--- config.mk ---
export PLATFORM = sky130hd
export DESIGN_NAME = gpu_vram_arbiter
export DESIGN_NICKNAME = d
export VERILOG_FILES = /design/src/rtl/gpu_vram_arbiter.sv
export SDC_FILE = /design/constraint.sdc
export NUM_CORES = 1
export LEC_CHECK = 0
export ABC_AREA = 1
export CORE_AREA = 2 2 160 100
export CTS_CLUSTER_SIZE = 25
export DETAILED_ROUTE_END_ITERATION = 8
export DIE_AREA = 0 0 162 102
export GPL_TIMING_DRIVEN = 0
export PLACE_DENSITY = 0.63
export SYNTH_ARGS = -nofsm -noshare
export SYNTH_HDL_FRONTEND = slang
export SYNTH_SLANG_ARGS = --single-unit
--- constraint.sdc ---
create_clock -name clk -period 2.3 [get_ports clk]
set_clock_uncertainty 0.05 [all_clocks]
set_input_delay 0.345 -clock clk [delete_from_list [all_inputs] [get_ports clk]]
set_output_delay 0.345 -clock clk [all_outputs]
set_load 0.1 [all_outputs]
--- src/rtl/gpu_vram_arbiter.sv ---
// Single-port VRAM arbiter: GPU read fetch vs. posted CPU writes through a small FIFO.
// The display timing decides who wins; all memory-side signals are registered.
module gpu_vram_arbiter #(
    parameter int ADDR_W     = 12,
    parameter int DATA_W     = 8,
    parameter int FIFO_DEPTH = 4
) (
    input  logic                          clk,
    input  logic                          rst,
    input  logic                          hvisible,
    input  logic                          vvisible,
    input  logic                          gpu_rd_valid,
    output logic                          gpu_rd_ready,
    input  logic [ADDR_W-1:0]             gpu_rd_addr,
    output logic                          gpu_rdata_valid,
    output logic [DATA_W-1:0]             gpu_rdata,
    input  logic                          cpu_wr_valid,
    output logic                          cpu_wr_ready,
    input  logic [ADDR_W-1:0]             cpu_wr_addr,
    input  logic [DATA_W-1:0]             cpu_wr_data,
    output logic                          mem_en,
    output logic                          mem_we,
    output logic [ADDR_W-1:0]             mem_addr,
    output logic [DATA_W-1:0]             mem_wdata,
    input  logic [DATA_W-1:0]             mem_rdata,
    output logic [$clog2(FIFO_DEPTH):0]   fifo_count,
    output logic                          cpu_starved
);

    localparam int PTR_W = $clog2(FIFO_DEPTH);
    localparam int CNT_W = PTR_W + 1;

    localparam logic [1:0] GNT_NONE = 2'd0;
    localparam logic [1:0] GNT_GPU  = 2'd1;
    localparam logic [1:0] GNT_CPU  = 2'd2;

    // FIFO state
    logic [ADDR_W-1:0] fifo_addr_mem [FIFO_DEPTH];
    logic [DATA_W-1:0] fifo_data_mem [FIFO_DEPTH];
    logic [PTR_W-1:0]  wr_ptr_reg;
    logic [PTR_W-1:0]  rd_ptr_reg;
    logic [CNT_W-1:0]  count_reg;
    logic [CNT_W-1:0]  count_next;

    logic              fifo_push;
    logic              fifo_pop;
    logic              fifo_empty;
    logic [ADDR_W-1:0] head_addr;
    logic [DATA_W-1:0] head_data;

    // Arbitration / pipeline state
    logic [1:0]        grant_sel;
    logic              gpu_idle_hblank;
    logic              gpu_idle_visible;
    logic              active_cpu_slot;

    logic              mem_en_reg;
    logic              mem_we_reg;
    logic [ADDR_W-1:0] mem_addr_reg;
    logic [DATA_W-1:0] mem_wdata_reg;
    logic              rdata_valid_reg;
    logic              vvisible_d_reg;
    logic              starved_reg;

    assign fifo_empty   = (count_reg == '0);
    assign cpu_wr_ready = (count_reg != CNT_W'(FIFO_DEPTH));
    assign fifo_push    = cpu_wr_valid && cpu_wr_ready;
    assign fifo_pop     = (grant_sel == GNT_CPU);
    assign head_addr    = fifo_addr_mem[rd_ptr_reg];
    assign head_data    = fifo_data_mem[rd_ptr_reg];

    // One write port per entry; only the slot under wr_ptr_reg captures.
    generate
        for (genvar gi = 0; gi < FIFO_DEPTH; gi++) begin : g_fifo_entry
            always_ff @(posedge clk) begin
                if (fifo_push && (wr_ptr_reg == PTR_W'(gi))) begin
                    fifo_addr_mem[gi] <= cpu_wr_addr;
                    fifo_data_mem[gi] <= cpu_wr_data;
                end
            end
        end
    endgenerate

    always_comb begin
        count_next = count_reg;
        case ({fifo_push, fifo_pop})
            2'b10:   count_next = count_reg + CNT_W'(1);
            2'b01:   count_next = count_reg - CNT_W'(1);
            default: count_next = count_reg;
        endcase
    end

    always_ff @(posedge clk) begin
        if (rst) begin
            wr_ptr_reg <= '0;
            rd_ptr_reg <= '0;
            count_reg  <= '0;
        end else begin
            if (fifo_push) begin
                wr_ptr_reg <= wr_ptr_reg + PTR_W'(1);
            end
            if (fifo_pop) begin
                rd_ptr_reg <= rd_ptr_reg + PTR_W'(1);
            end
            count_reg <= count_next;
        end
    end

    // In a visible frame the CPU only gets cycles the GPU leaves idle,
    // whether that idle cycle falls in hblank or inside the visible line.
    assign gpu_idle_hblank  = !hvisible && !gpu_rd_valid;
    assign gpu_idle_visible =  hvisible && !gpu_rd_valid;
    assign active_cpu_slot  = gpu_idle_hblank || gpu_idle_visible;

    always_comb begin
        grant_sel = GNT_NONE;
        if (rst) begin
            grant_sel = GNT_NONE;
        end else if (vvisible) begin
            if (gpu_rd_valid) begin
                grant_sel = GNT_GPU;
            end else if (!fifo_empty && active_cpu_slot) begin
                grant_sel = GNT_CPU;
            end
        end else begin
            if (!fifo_empty) begin
                grant_sel = GNT_CPU;
            end else if (gpu_rd_valid) begin
                grant_sel = GNT_GPU;
            end
        end
    end

    assign gpu_rd_ready = (grant_sel == GNT_GPU);

    // Address and write data hold their last value when nothing is granted.
    always_ff @(posedge clk) begin
        if (rst) begin
            mem_en_reg    <= 1'b0;
            mem_we_reg    <= 1'b0;
            mem_addr_reg  <= '0;
            mem_wdata_reg <= '0;
        end else begin
            mem_en_reg <= (grant_sel != GNT_NONE);
            mem_we_reg <= (grant_sel == GNT_CPU);
            if (grant_sel == GNT_GPU) begin
                mem_addr_reg <= gpu_rd_addr;
            end else if (grant_sel == GNT_CPU) begin
                mem_addr_reg  <= head_addr;
                mem_wdata_reg <= head_data;
            end
        end
    end

    // The macro returns data the cycle after a read enable, so the strobe
    // lines up with mem_rdata directly and the data is passed straight through.
    always_ff @(posedge clk) begin
        if (rst) begin
            rdata_valid_reg <= 1'b0;
        end else begin
            rdata_valid_reg <= mem_en_reg && !mem_we_reg;
        end
    end

    always_ff @(posedge clk) begin
        if (rst) begin
            vvisible_d_reg <= 1'b0;
            starved_reg    <= 1'b0;
        end else begin
            vvisible_d_reg <= vvisible;
            if (vvisible_d_reg && !vvisible && !cpu_wr_ready) begin
                starved_reg <= 1'b1;
            end
        end
    end

    assign mem_en          = mem_en_reg;
    assign mem_we          = mem_we_reg;
    assign mem_addr        = mem_addr_reg;
    assign mem_wdata       = mem_wdata_reg;
    assign gpu_rdata_valid = rdata_valid_reg;
    assign gpu_rdata       = rdata_valid_reg ? mem_rdata : '0;
    assign fifo_count      = count_reg;
    assign cpu_starved     = starved_reg;

endmodule
==> results.yml, run 1 <==
final_layout:
  largest_reg_flops: 48
  layout-drive-gt1-share_pct: 15.22
  final_cell_count_no_fill: 769
  design_area_sq_um: 6504
  final_util_pct: 43.43
  nNetsFinal: 607
  area_growth_pct: 37.55
  layout_commonest_cell: "nand2_1"
  layout_common_cells: "nand2_1 (96), edfxtp_1 (80), inv_1 (53)"
clocking:
  cts_tree: "done"
  clock-sinks: 114
  root_buffer: "clkbuf_16"
  clock_path_buffers: 2
  path_clk_slew_ns: 0.05
  ctsHtreeMaxLevel: 4
  holdBufCountCts: 0
  cts_buffers: 17
  clk_latency_ns: 0.41
synth:
  netlist_area_sq_um: 4728
  synthCells: 451
  synth_warnings: 0
  synth.distinct_cells: 22
  ys_ff_latch: 114
  syn_avg_cell_area_sq_um: 10.48
  synth-seq-area-share_pct: 65.20
  synth_fp_nets: 506
grt:
  antenna_found_initial: 3
  track_usage_pct: 14.86
  first_global_vias: 3425
  grt_pass1_wl_um: 18060
  grt_overflow_total: 0
  grt_max_degree: 21
setup_path:
  critical_path_arrival_ns: 1.87
  worst-path-buf-inv: 1
  path_delay_family: "buffers and inverters"
  path_cells: "clkdlybuf4s50_1"
  r2r-start: "fifo_count[2]"
  critPathMaxStageDelay_ns: 1.14
  cp-startpoint: "mem_addr[6]"
  crit_slowest_cell: "clkdlybuf4s50_1"
  crit_fanout: 2
  end_kind: "output port"
  critPathKind: "register to output port"
  startpoint_type: "register"
  worstPathRequired_ns: 1.90
pwr:
  p_switching_mw: 2.412
  powerDensity_nw_per_um2: 1107
  pwr-share-seq_pct: 34.7
  swShare_pct: 33.50
  pwr-share-clk_pct: 39.3
  intPower_mw: 4.787
  finalPower_mw: 7.199
  p_leak_nw: 2.740
  vdd_drop_max_v: 0.0005645
  combPwrFrac_pct: 25.9
die:
  core-area_sq_um: 14980
  ios: 83
  die_area_sq_um: 16520
  initial_core_util_pct: 31.57
  die_y_um: 102
  die_w_um: 162
  rows: 35
sta:
  max_freq_mhz: 440.7
  fin_crit_ns: 2.269
  finalHoldViolations: 0
  fin_tns_setup_ns: 0
  final.period_utilization_pct: 98.65
  whs_ns: 0.3504
  tightest_slew_ns: 1.310
  slew_violations: 0
  rsz0062_at_grt: "true"
  maxSlewHeadroom_pct: 12.56
  setup_viol: 0
  setup_slack_ns: 0.03105
place:
  dp.cells: 735
  place_ws_ns: -0.9062
  placed_cell_area_sq_um: 5832
  gp_congestion: 0.7466
  placement.io_buffers: 81
  hpwl_um: 7782
detailed_routing:
  drt_iter0_drc: 189
  drc: 0
  vias_per_cell: 4.501
  vias: 3461
  drt_pass1_iterations: 4
  wirelength_um: 11550
  ant_nets: 0
  wl_per_cell_um: 15.02
worst_hold_path:
  hold_path.class: "register to register"
  min_from: "mem_we"
job:
  drv_cap: 0
outcome:
  outcome: "finished clean"
[synthesized netlist by cell type]
cell type / n / area share, %
nand2_1: 97 / 7.7
fa_1: 1 / 0.42
clkbuf_1: 6 / 0.48
buf_6: 8 / 1.9
a21oi_2: 8 / 1.5
dfxtp_1: 34 / 14
o21ai_0: 18 / 1.9
o211ai_2: 5 / 1.3
ha_1: 8 / 2.1
buf_4: 2 / 0.32
or2_2: 1 / 0.13
nand4_1: 2 / 0.26
o211ai_1: 3 / 0.48
clkinv_4: 1 / 0.19
buf_2: 6 / 0.64
nand2_2: 1 / 0.13
nor2_1: 46 / 3.7
inv_2: 1 / 0.079
nand3_1: 46 / 4.9
a21oi_1: 23 / 2.4
inv_1: 54 / 4.3
edfxtp_1: 80 / 51
[worst paths after layout]
kind                endpoint  cells after the start  slack (ns)
max              mem_addr[6]                      1        0.03
min          gpu_rdata_valid                      1        0.35
max reg2reg    fifo_count[2]                     13        0.14
min reg2reg  gpu_rdata_valid                      1        0.35
[layer usage]
| layer | vias up | share of wire (%) | global-route usage [%] |
|---|---|---|---|
| met2 | 113 | 42 | 21.21 |
| met3 | 20 | 9.1 | 6.494 |
| met4 | 2 | 2.0 | 8.101 |
| met1 | 1621 | 47 | 19.05 |
| li1 | 1705 | - | - |
| met5 | - | 0.16 | 0 |
[layout make-up]
class / instances / area [sq um]
fillers: 1367 / 8473
flip-flops and latches: 114 / 3094
multi-input cells: 259 / 1303
repair buffers: 83 / 833.3
clock buffers: 18 / 429.2
well taps: 203 / 254.0
inverters: 56 / 215.2
clock inverters: 14 / 212.7
plain buffers: 21 / 160.2
diodes: 1 / 2.502
[power by group through the flow]
| stage | Clock [mW] | Sequential [mW] | Combinational [mW] |
|---|---|---|---|
| final | 2.83 | 2.50 | 1.87 |
| after global routing | 2.96 | 2.52 | 2.00 |
| after CTS | 2.87 | 2.50 | 1.87 |
| after detailed placement | 0 | 2.55 | 1.91 |
| after global placement | 0 | 2.54 | 1.88 |
| after floorplan | 0 | 3.22 | 0.697 |
[logic make-up (layout without fill, tap and decap cells)]
kind of cell	Yosys count	after routing	synth area share, %
buf+inv	78	192	7.886
simple gates	193	193	16.75
compound gates	57	57	7.621
other cells	0	1	0
flops	114	114	65.20
fa+ha+maj	9	9	2.540
[what timing repair did]
item,in CTS,in global routing
setup endpoints to repair,29,19
endpoints found under the hold margin,0,0
setup buffers,2,0
resized for setup,53,10
(Power assumes the default switching activity.)
==> run 2, diff against run 1 <==
--- a/config.mk
+++ b/config.mk
@@ -6,6 +6,7 @@
 export NUM_CORES = 1
 export LEC_CHECK = 0
 export ABC_AREA = 1
+export CAP_MARGIN = 20
 export CORE_AREA = 2 2 160 100
 export CTS_CLUSTER_SIZE = 25
 export DETAILED_ROUTE_END_ITERATION = 8
==> run 2 against run 1 <==
  * Highest routed layer unchanged
  * Flip-flop and latch count did not move
  * Die area did not move
  * First-iteration DRC count rose by 22%
  * Combinational power rose by 2%
  * Critical path type unchanged
  * Register-to-register slack barely moved
  * Sequential power barely moved
  * Core utilization rose by 0.39 points
  * Critical endpoint unchanged
  * Worst setup slack improved by 0.0056 ns
  * Fmax rose by 0.25%
  * Largest power group unchanged
==> results.yml, run 2 (synthesis results as in run 1) <==
outcome:
  outcome: "finished clean"
final_layout:
  area_growth_pct: 38.79
  layout-drive-gt1-share_pct: 16.17
  final_cell_count_no_fill: 773
  layout_commonest_cell: "nand2_1"
  design_area_sq_um: 6563
  largest_reg_flops: 48
  layout_common_cells: "nand2_1 (96), edfxtp_1 (80), inv_1 (52)"
  nNetsFinal: 611
  fillers: 1355
sta:
  setup_slack_ns: 0.03664
  slew_violations: 0
  finalHoldViolations: 0
  setup_viol: 0
  rsz0062_at_grt: "true"
  max_freq_mhz: 441.8
  maxSlewHeadroom_pct: 34.41
  tightest_slew_ns: 0.9808
  fin_crit_ns: 2.263
  final.period_utilization_pct: 98.41
pwr:
  p_leak_nw: 2.785
  finalPower_mw: 7.002
  combPwrFrac_pct: 27.3
  swShare_pct: 34.36
  intPower_mw: 4.596
  pwr-share-seq_pct: 35.7
  p_switching_mw: 2.406
  powerDensity_nw_per_um2: 1067
  vdd_drop_max_v: 0.0005763
  pwr-share-clk_pct: 37.0
place:
  gp_congestion: 0.7466
  placement.io_buffers: 81
  placed_cell_area_sq_um: 5917
  dp.cells: 739
  hpwl_um: 8130
  place_ws_ns: -0.8878
clocking:
  holdBufCountCts: 0
  cts_tree: "done"
  clock-sinks: 114
  path_clk_slew_ns: 0.05
  root_buffer: "clkbuf_16"
  cts_buffers: 17
  clk_latency_ns: 0.41
  ctsHtreeMaxLevel: 4
  clock_path_buffers: 2
job:
  drv_cap: 0
worst_hold_path:
  min_from: "mem_we"
  hold_end: "gpu_rdata_valid"
  hold_path.class: "register to register"
  min_path_cells: 1
setup_path:
  crit_slowest_cell: "clkdlybuf4s50_1"
  worst-path-buf-inv: 1
  path_delay_family: "buffers and inverters"
  r2r-start: "fifo_count[2]"
  critical_path_arrival_ns: 1.87
  reg2reg_slack_ns: 0.14
  critPathMaxStageDelay_ns: 1.14
  r2r-end: "fifo_count[2]"
  path_cells: "clkdlybuf4s50_1"
  startpoint_type: "register"
  critPathKind: "register to output port"
  worstPathRequired_ns: 1.90
  rr_worst_depth: 13
  end_kind: "output port"
  crit_fanout: 2
grt:
  grt_pass1_wl_um: 18080
  antenna_found_initial: 3
  grt_overflow_total: 0
  track_usage_pct: 14.81
  first_global_vias: 3414
  grt_max_degree: 17
detailed_routing:
  vias: 3478
  drt_pass1_iterations: 4
  vias_per_cell: 4.499
  ant_nets: 0
  wirelength_um: 11590
  drt_iter0_drc: 231
  drc: 0
  wl_per_cell_um: 15.00
die:
  rows: 35
  ios: 83
  die_w_um: 162
  initial_core_util_pct: 31.57
  die_y_um: 102
  die_area_sq_um: 16520
  core-area_sq_um: 14980
run 2: cell count changes in the layout (fill, tap and decap cells not counted), sizes merged:
cell           delta
buf               +4
clkinvlp          +4
dlymetal6s2s      +3
bufinv            -2
clkinv            -2
dlygate4sd2       -2
clkdlybuf4s50     -1
run 2: worst reg2reg max path: stages (launching register included):
cell and delay [ns]:
dfxtp_4 0.37, inv_1 0.05, nand2_1 0.08, a21oi_1 0.10
inv_1 0.15, ha_4 0.18, ha_1 0.13, inv_1 0.06
fa_1 0.37, or2_2 0.32, nand3_1 0.07, nand2_1 0.05
inv_1 0.04, nor2_1 0.03
run 2: stage by stage:
stage                     hold WS [ns]  setup TNS (ns)  utilization (%)
final                           0.3539               0            43.82
after global routing            0.3679        -0.06092            43.80
after CTS                       0.3467               0            43.51
after detailed placement        0.3545          -8.790            39.51
after global placement          0.3523          -14.13            38.94
after floorplan                 0.3939               0                -
run 2: area by class of cell:
class / instances / area, sq um / area share, %
antenna: 1 / 2.502 / 0.03813
buffer: 21 / 161.4 / 2.459
clock buffer: 18 / 429.2 / 6.540
clock inverter: 14 / 165.2 / 2.517
inverter: 56 / 215.2 / 3.279
multi-input combinational: 259 / 1313 / 20.00
sequential: 114 / 3094 / 47.15
tap: 203 / 254.0 / 3.870
timing repair buffer: 87 / 928.4 / 14.15
run 2: worst max path at each step:
stage,endpoint,cells after the start,slack [ns],startpoint
floorplan,gpu_rdata[0],3,0.02,gpu_rdata_valid
global placement,gpu_rd_ready,6,-0.88,rst
detailed placement,gpu_rd_ready,6,-0.89,rst
CTS,mem_addr[8],1,0.002,mem_addr[8]
global route,fifo_count[2],13,-0.06,fifo_count[2]
finish,mem_addr[6],1,0.04,mem_addr[6]
run 2: repair_timing:
| item | CTS | global route |
|---|---|---|
| gates cloned | 0 | 0 |
| setup buffers | 2 | 0 |
| endpoints found under the setup margin | 27 | 22 |
| resized for setup | 51 | 17 |
run 2: power by group through the flow:
| stage | registers, mW | logic (mW) | clock network, mW |
|---|---|---|---|
| after CTS | 2.50 | 1.91 | 2.64 |
| after detailed placement | 2.54 | 1.94 | 0 |
| after global routing | 2.52 | 2.04 | 2.74 |
| final | 2.50 | 1.91 | 2.59 |
| after floorplan | 3.22 | 0.697 | 0 |
| after global placement | 2.54 | 1.88 | 0 |
run 2: routing by layer:
| layer | GRT usage (%) | share of wire [%] | up-vias |
|---|---|---|---|
| met5 | 0 | 0.22 | - |
| met4 | 8.713 | 2.2 | 4 |
| met3 | 5.154 | 8.7 | 24 |
| met2 | 21.08 | 41 | 141 |
| met1 | 19.65 | 47 | 1592 |
| li1 | - | - | 1717 |
==> run 3, diff against run 2 <==
==> constraint.sdc (replaced) <==
create_clock -name clk -period 1.9 [get_ports clk]
set_clock_uncertainty 0.05 [all_clocks]
set_input_delay 0.285 -clock clk [delete_from_list [all_inputs] [get_ports clk]]
set_output_delay 0.285 -clock clk [all_outputs]
set_load 0.1 [all_outputs]
==> run 3 against run 2 <==
  * The flow now finishes with violations (setup timing)
  * Die area is the same
  * Design area up 3.6%
  * Largest power group unchanged
  * First-iteration DRC count is 25% higher
==> results.yml, run 3 (synthesis results as in run 1) <==
outcome:
  outcome: "finished, violations left"
  violations: "setup timing"
clocking:
  clk_latency_ns: 0.41
  clock-sinks: 114
  clock_path_buffers: 2
  cts_buffers: 17
  cts_tree: "done"
  ctsHtreeMaxLevel: 4
  root_buffer: "clkbuf_16"
  path_clk_slew_ns: 0.05
pwr:
  intPower_mw: 5.733
  pwr-share-clk_pct: 35.6
  p_leak_nw: 2.592
  p_switching_mw: 2.991
  powerDensity_nw_per_um2: 1283
  combPwrFrac_pct: 29.7
  swShare_pct: 34.29
  finalPower_mw: 8.724
  pwr-share-seq_pct: 34.7
  vdd_drop_max_v: 0.0008333
setup_path:
  critPathKind: "register to register"
  crit_fanout: 3
  critical_path_arrival_ns: 2.25
  path_delay_family: "simple AND/OR/NAND/NOR gates"
  worstPathRequired_ns: 2.15
  crit_path_frequent_cell: "ha_4"
  crit_slowest_cell: "dfxtp_4"
  end_kind: "register"
  r2r-end: "fifo_count[2]"
  critPathMaxStageDelay_ns: 0.36
  worst-path-buf-inv: 4
  path_cells: "nor2_4 -> nand2_4 -> buf_6 -> nand3_4 -> inv_2 -> ha_4 -> ha_4 -> inv_4 -> fa_2 -> or2_4 -> nand3_2 -> nand2_1 -> inv_1 -> nor2_1"
  r2r-start: "fifo_count[0]"
  rr_worst_depth: 14
  cp.depth: 14
  reg2reg_slack_ns: -0.10
  cp-startpoint: "fifo_count[0]"
  crit_path_end: "fifo_count[2]"
  startpoint_type: "register"
sta:
  whs_ns: 0.3039
  setup_viol: 5
  tightest_slew_ns: 0.9612
  maxSlewHeadroom_pct: 36.17
  setup_slack_ns: -0.1014
  slew_violations: 0
  max_freq_mhz: 499.6
  final.period_utilization_pct: 105.3
  fin_crit_ns: 2.001
  rsz0062_at_grt: "true"
  finalHoldViolations: 0
detailed_routing:
  wirelength_um: 11930
  drc: 0
  drt_pass1_iterations: 4
  ant_nets: 0
  wl_per_cell_um: 15.27
  vias_per_cell: 4.483
  vias: 3501
  drt_iter0_drc: 288
die:
  ios: 83
  die_y_um: 102
  rows: 35
  die_w_um: 162
  die_area_sq_um: 16520
  core-area_sq_um: 14980
  initial_core_util_pct: 31.57
final_layout:
  final_util_pct: 45.41
  largest_reg_flops: 48
  seqCellArea_sq_um: 3095
  layout-drive-gt1-share_pct: 27.21
  layout_common_cells: "nand2_1 (95), edfxtp_1 (80), nand3_1 (44)"
  multiInputGateArea_sq_um: 1450
  layout_commonest_cell: "nand2_1"
  fillers: 1341
  area_growth_pct: 43.82
  final_cell_count_no_fill: 781
  nNetsFinal: 619
grt:
  grt_overflow_total: 0
  grt_max_degree: 17
  grt.busiest_layer: "met2"
  grt_pass1_wl_um: 18200
  first_global_vias: 3332
  use_met1_pct: 20.16
  antenna_found_initial: 3
  gr-usage-met3_pct: 6.169
  track_usage_pct: 14.86
  grt.met2_usage_pct: 21.44
worst_hold_path:
  min_path_cells: 4
  min_from: "rst"
  hold_path.class: "primary input to register"
place:
  hpwl_um: 8070
  gp_congestion: 0.7675
  placement.io_buffers: 81
  dp.cells: 739
job:
  drv_cap: 0
==> run 3: cell types whose count changed in the layout (fill, tap and decap cells not counted), sizes merged <==
cell | before | now
buf | 23 | 41
clkdlybuf4s15 | 8 | 25
dlygate4sd2 | 18 | 2
dlymetal6s2s | 10 | 0
inv | 55 | 47
clkinvlp | 7 | 11
clkbuf | 23 | 25
clkinv | 5 | 7
clkdlybuf4s50 | 44 | 43
==> run 3: layer usage <==
layer	routed length [um]	vias up
li1	-	1727
met1	5781	1633
met2	4901	126
met3	1122	11
met4	91	4
met5	30	-
==> run 3: layout make-up <==
cell class	count	area share (%)
Clock buffer	20	6.421
Clock inverter	12	2.079
Inverter	56	3.643
Buffer	22	2.705
Sequential cell	114	45.52
Timing Repair Buffer	94	14.54
Tap cell	203	3.735
Multi-Input combinational cell	259	21.32
Antenna cell	1	0.03680
==> run 3: how the worst min path moves through the flow <==
stage,to,slack (ns)
after floorplan,fifo_addr_mem[0][0],0.33
after global placement,gpu_rdata_valid,0.36
after detailed placement,gpu_rdata_valid,0.36
after CTS,mem_wdata[6],0.29
after global routing,mem_wdata[6],0.35
final,mem_wdata[6],0.30
==> run 3: timing repair <==
action | 4_1_cts | 5_1_grt
resized for setup | 156 | 26
hold buffers | 0 | 0
pin swaps | 7 | 4
endpoints found under the setup margin | 60 | 34
setup buffers | 6 | 3
endpoints found under the hold margin | 0 | 0
==> run 3: worst register-to-register path, stage by stage, from the launching register on <==
cell,delay [ns]
dfxtp_4,0.36
nor2_4,0.06
nand2_4,0.07
buf_6,0.10
nand3_4,0.08
inv_2,0.08
ha_4,0.14
ha_4,0.14
inv_4,0.03
fa_2,0.33
or2_4,0.26
nand3_2,0.06
nand2_1,0.05
inv_1,0.05
nor2_1,0.04
==> run 3: through the flow <==
| stage | instance area, sq um | setup WS, ns | setup TNS (ns) |
|---|---|---|---|
| final | 6800 | -0.1014 | -0.2734 |
| after global routing | 6798 | -0.1992 | -1.318 |
| after CTS | 6705 | -0.08360 | -0.3010 |
| after detailed placement | 5996 | -1.107 | -23.15 |
| after global placement | 5923 | -1.064 | -50.81 |
| after floorplan | 4858 | -0.2381 | -6.807 |
==> run 3: power by group through the flow <==
stage          logic (mW)  registers [mW]  clock network, mW
3_5_place_dp         2.39            3.09                  0
5_1_grt              2.75            3.05               3.25
4_1_cts              2.48            3.03               3.14
3_3_place_gp         2.32            3.08                  0
6_report             2.59            3.03               3.10
2_1_floorplan       0.894            3.91                  0
